===== config.mk =====
export PLATFORM = sky130hd
export DESIGN_NAME = interval_timer
export DESIGN_NICKNAME = d
export VERILOG_FILES = /design/src/rtl/interval_timer.sv
export SDC_FILE = /design/constraint.sdc
export NUM_CORES = 1
export LEC_CHECK = 0
export CORE_MARGIN = 8
export CORE_UTILIZATION = 53
export CTS_BUF_LIST = sky130_fd_sc_hd__clkbuf_16
export DETAILED_ROUTE_END_ITERATION = 8
export PLACE_DENSITY = 0.84
export SLEW_MARGIN = 20
export SYNTH_ARGS = -nofsm -noshare
export SYNTH_HDL_FRONTEND = slang
export SYNTH_SLANG_ARGS = --single-unit

===== constraint.sdc =====
create_clock -name clk -period 3.2 [get_ports clk]
set_input_delay 0.48 -clock clk [delete_from_list [all_inputs] [get_ports clk]]
set_output_delay 0.48 -clock clk [all_outputs]
set_load 0.05 [all_outputs]

===== src/rtl/interval_timer.sv =====
// Preemptive-scheduling interval timer: a loadable down-counter with a prescaler.
// It pauses while in supervisor mode and holds timeout until the next reload.
module interval_timer #(
  parameter int DATA_WIDTH = 16,
  parameter int PRESCALE   = 4
) (
  input  logic                  clk,
  input  logic                  reset,
  input  logic [DATA_WIDTH-1:0] bus_in,
  input  logic                  timer_in,
  input  logic                  privileged,
  output logic                  timeout,
  output logic                  running,
  output logic [DATA_WIDTH-1:0] count
);

  typedef enum logic [1:0] {
    IDLE    = 2'b00,
    RUN     = 2'b01,
    EXPIRED = 2'b10
  } state_t;

  localparam logic [7:0] PRE_LAST = 8'(PRESCALE - 1);

  state_t                state;
  state_t                state_next;
  logic [7:0]            pre;
  logic [7:0]            pre_next;
  logic [DATA_WIDTH-1:0] count_next;

  always_ff @(posedge clk or posedge reset) begin
    if (reset) begin
      state   <= IDLE;
      count   <= '0;
      pre     <= '0;
      timeout <= 1'b0;
      running <= 1'b0;
    end else begin
      state   <= state_next;
      count   <= count_next;
      pre     <= pre_next;
      // Flags decode the next state so they line up with the state register.
      timeout <= (state_next == EXPIRED);
      running <= (state_next == RUN);
    end
  end

  always_comb begin
    state_next = state;
    pre_next   = pre;
    count_next = count;
    if (timer_in) begin
      // A zero load value disarms the timer instead of arming it.
      pre_next = '0;
      if (bus_in != '0) begin
        state_next = RUN;
        count_next = bus_in;
      end else begin
        state_next = IDLE;
        count_next = '0;
      end
    end else begin
      case (state)
        IDLE: begin
          pre_next   = '0;
          count_next = '0;
        end
        RUN: begin
          if (!privileged) begin
            if (pre == PRE_LAST) begin
              pre_next = '0;
              // Guard against wrap: a terminal tick at 1 (or a stray 0) expires.
              if (count <= DATA_WIDTH'(1)) begin
                count_next = '0;
                state_next = EXPIRED;
              end else begin
                count_next = count - DATA_WIDTH'(1);
              end
            end else begin
              pre_next = pre + 8'd1;
            end
          end
        end
        EXPIRED: begin
          pre_next   = '0;
          count_next = '0;
        end
        default: begin
          state_next = IDLE;
          pre_next   = '0;
          count_next = '0;
        end
      endcase
    end
  end

endmodule

-- After elaboration in Yosys (flattened, before gate mapping)
Index checks and enable logic that the tools add are counted.
- bits in registers: 28
- input port bits: 20
- output and inout port bits: 18
- word-level logic and storage cells: 35
- $add $sub $neg: 2
- magnitude comparators: 1
- equality and inequality tests: 7
- muxes and demuxes: 16
- reduce and logical (&&, ||, !) cells: 4
- operators by type and width (operator ; number):
    $mux 16 ; 6
    $mux 8 ; 4
    $le 16x1->1 const B ; 1
    $reduce_bool 16->1 ; 1
    $sub 16x1->16 const B ; 1
    $add 8x1->8 const B ; 1
    $eq 8x2->1 const B ; 1
    $mux 2 ; 4
    $ne 3x3->1 const B ; 2
    $eq 2x1->1 const B ; 2
    $eq 2x2->1 const B ; 2
    $pmux 2 s2 ; 1
    $logic_not 2->1 ; 1
    $reduce_and 2->1 ; 1
    $reduce_or 2->1 ; 1
    $mux 1 ; 1

-- Longest topological paths before layout
- depth after elaboration: 7
- mapped depth: 7

-- Worst setup path before layout
Ideal clock, no wire load.
- path kind: reg-to-reg
- start point: register count[13]
- end point: register count[9]
- arrival time: 2.310 ns
- required time: 3.074 ns
- path slack: 0.764 ns
- stages on the path, launching flop included: 6
- period minus slack after synthesis: 2.436 ns
- cells stage by stage: dfrtp_1 > or4_4 > or4_4 > o21ai_4 > o21ai_0 > a221o_1
- word-level cells in the longest chain between the ends: 6
- RTL lines (element ; line ; source):
    start, declared ; 14 ; output logic [DATA_WIDTH-1:0] count
    start signal, assigned ; 40 ; count <= count_next;
    $le 16x1->1 ; 73 ; if (count <= DATA_WIDTH'(1)) begin
    $mux 16 ; 73 ;
    $mux 16 ; 70 ; if (pre == PRE_LAST) begin
    $mux 16 ; 69 ; if (!privileged) begin
    $mux 16 ; 63 ; case (state)
    $mux 16 ; 52 ; if (timer_in) begin
Every way passes these cells. The select of a mux whose other input is x is not followed.
A chain may end at the register's enable or synchronous reset.

-- Worst setup path in the final report
- start point: register pre[0]
- end point: register count[14]
- word-level cells in the longest chain between the ends: 3
- RTL lines (element ; line ; source):
    start, declared ; 27 ; logic [7:0] pre;
    start signal, assigned ; 41 ; pre <= pre_next;
    $eq 8x2->1 ; 70 ;
    $ne 3x3->1 (no source line) ; -- ;
    $reduce_and 2->1 (no source line) ; -- ;
Every way passes these cells.

==> flow_summary.ini <==
[sta]
finalHoldViolCount = 0
rsz0062_at_grt = no
max_freq_mhz = 348.6
min_period_ps = 2869
setup_viol = 0
worst_clock_skew_ps = 5.645
finalCritPeriodShare_pct = 89.65
finalSetupTns_ps = 0
tightestPinTransition_ps = 1063
max_slew_margin_pct = 28.18
maxSlewViolCount = 0

[cells_and_area]
multi_input_area_um2 = 887.1
regArea_um2 = 700.7
nNetsFinal = 237
n_fill_cell = 218
final_util_pct = 71.46
antenna_cells = 0
area_delta_synth_final_pct = 30.72
drive_gt1_share_pct = 7.981

[critical_path]
critPathKind = reg2reg
endpoint = count[14]
startpoint = pre[0]
slowest_delay_ps = 670
worstReg2RegStart = pre[0]
r2r_end = count[14]
critPathMaxFanout = 15
r2r_slack_ps = 330
worstPathCellList = ha_1 > nor4b_1 > nand2_1 > or4_1 > nor4_1 > a211o_1
cp_data_required_time_ps = 3400
reg2reg_depth = 6
end_kind = flop
arrival_ps = 3070
slowest_stage = or4_1
startpoint_type = flop

[floorplan]
die_h_um = 71.66
num_rows = 20
die_w_um = 71.66
start_util_pct = 54.67
ios = 38
coreArea_um2 = 3003
die_area_um2 = 5134

[synth]
syn_area_um2 = 1642
syn_inst = 175
syn_avg_cell_area_um2 = 9.380
synth.distinct_cells = 45
yosysWarnings = 0
yosysSeqAreaShare_pct = 42.68
async_reset_ff_share_pct = 100.0
ys_seq_elements = 28
synth_edf_count = 0
synthFlopType = dfrtp_1
syn_nets = 198

[drt]
drt_wl_total_um = 4943
drtPass1Iterations = 7
vias = 1693
detail-route-antenna-nets = 0
drcViolationCount = 0
drt-vias-per-instance = 6.882
drt_iter0_drc = 271
routedWlPerCell_um = 20.09

[clock_network]
cts_resized = 0
root_buffer = clkbuf_16
cts.sink_count = 28
postCtsHoldBufs = 0
numCtsBuffers = 3
cts_buffer_depth = 2
clk_latency_ps = 260
cts_tree = built
ctsHtreeMaxLevel = 1
clk_pin_slew_ps = 70
cts_setup_buffers = 0

[global_route]
grt_usage_pct = 19.23
grt_pass1_wl_um = 8066
first_global_vias = 1645
antenna_found_initial = 0
grt-ovfl-total = 0
grt_max_degree = 29

[power]
power.density_nw_per_um2 = 501.7
vdd_drop_max_v = 0.0002784
p_leak_nw = 0.8575

[min_path]
min_path_type = reg2reg

[placement]
place_congestion = 0.8966
portBuffers = 37
place_hpwl_um = 3573

[job]
cap_violations = 0

[run_status]
run_status = finished clean
[worst min-delay path by stage]
stage           start  endpoint  slack (ps)  cells after the start
2_1_floorplan  pre[7]    pre[7]         450                      1
3_3_place_gp   pre[7]    pre[7]         470                      1
3_5_place_dp   pre[7]    pre[7]         480                      1
4_1_cts        pre[7]    pre[7]         490                      1
5_1_grt        pre[7]    pre[7]         500                      1
6_report       pre[7]    pre[7]         490                      1
[area by class of cell]
cell class,instances,area share (%)
Tap cell,33,1.924
Multi-Input combinational cell,135,41.34
Timing Repair Buffer,39,17.96
Clock inverter,1,1.399
Clock buffer,3,3.499
Sequential cell,28,32.65
Inverter,7,1.224
[kinds of logic after synthesis]
group | Yosys count | share of synthesized area (%)
xor gates and xnor gates | 4 | 2.134
and+or+nand+nor | 75 | 25.69
muxes | 1 | 0.6098
adders and majority gates | 3 | 2.287
DFF | 28 | 42.68
buffers and inverters | 12 | 3.277
AOI/OAI and AO/OA | 52 | 23.32
[cells in the final DEF, fill, tap and decap left out, types with 4 or more instances in the layout]
cell	netlist	final
or4_1	4	4
or4_4	4	4
nand2_1	19	19
xor2_1	4	4
nor2_1	12	12
a21oi_1	6	6
dfrtp_1	28	28
nor3_1	5	5
nor4_1	7	7
o311ai_0	6	6
clkdlybuf4s50_1	0	37
a22oi_1	4	4
o31ai_1	4	4
o21ai_0	9	9
o211ai_1	6	6
inv_1	7	6
[report_power, final]
group / internal (W) / leakage, nW / total, W / switching [W]
Clock: 0.000249 / 0.0511 / 0.000373 / 0.000124
Sequential: 0.000379 / 0.356 / 0.000418 / 0.0000386
Combinational: 0.000108 / 0.450 / 0.000286 / 0.000178
[state kept, by name, summed over array words and instances, names as in the netlist]
signal / count
state: 2
timeout: 1
running: 1
pre: 8
count: 16
[per-layer routing]
layer,wire [um],vias up,global-route usage (%)
met2,2348,116,30.87
met4,114,0,7.483
met5,0,-,0
met3,453,16,3.626
li1,-,752,-
met1,2027,809,24.75
[synth_stat cells, drive strengths merged (2+ instances only)]
cell    number  area, um^2
a211o        3       26.28
a21oi        7       38.79
a221o        3       30.03
a22oi        4       30.03
a31oi        2       12.51
and2         2       12.51
and3         2       12.51
clkbuf       4       16.26
dfrtp       28       700.7
ha           3       37.54
inv          7       26.28
nand2       19       71.32
nand2b       2       12.51
nand3        3       15.01
nand3b       2       15.01
nor2        12       45.04
nor3         5       25.02
nor4         7       43.79
nor4b        2       17.52
o211ai       6       45.04
o21ai       11       66.31
o21bai       2       15.01
o311ai       6       52.55
o31ai        4       30.03
or2          2       12.51
or3          4       26.28
or4          8       75.07
xor2         4       35.03
[critical path, delay by kind of cell (launching register included)]
kind	cells	cell delay, ps
flip-flops	1	400
adder cells (fa/ha/maj)	1	230
AND/OR/NAND/NOR	4	2030
AO/OA/AOI/OAI	1	140
[stage by stage]
step	power (W)	hold slack (ps)	cell area, um^2	instances	worst slack, ps
detailed placement	0.0007043	478.2	2041	242	412.7
CTS	0.001068	491.6	2146	246	413.0
finish	0.001077	493.0	2146	246	331.3
global placement	0.0006972	471.0	2041	242	589.0
floorplan	0.0005906	445.8	1642	175	763.7
global route	0.001106	496.0	2146	246	173.8
No activity file was read; power rests on OpenSTA's default activity.
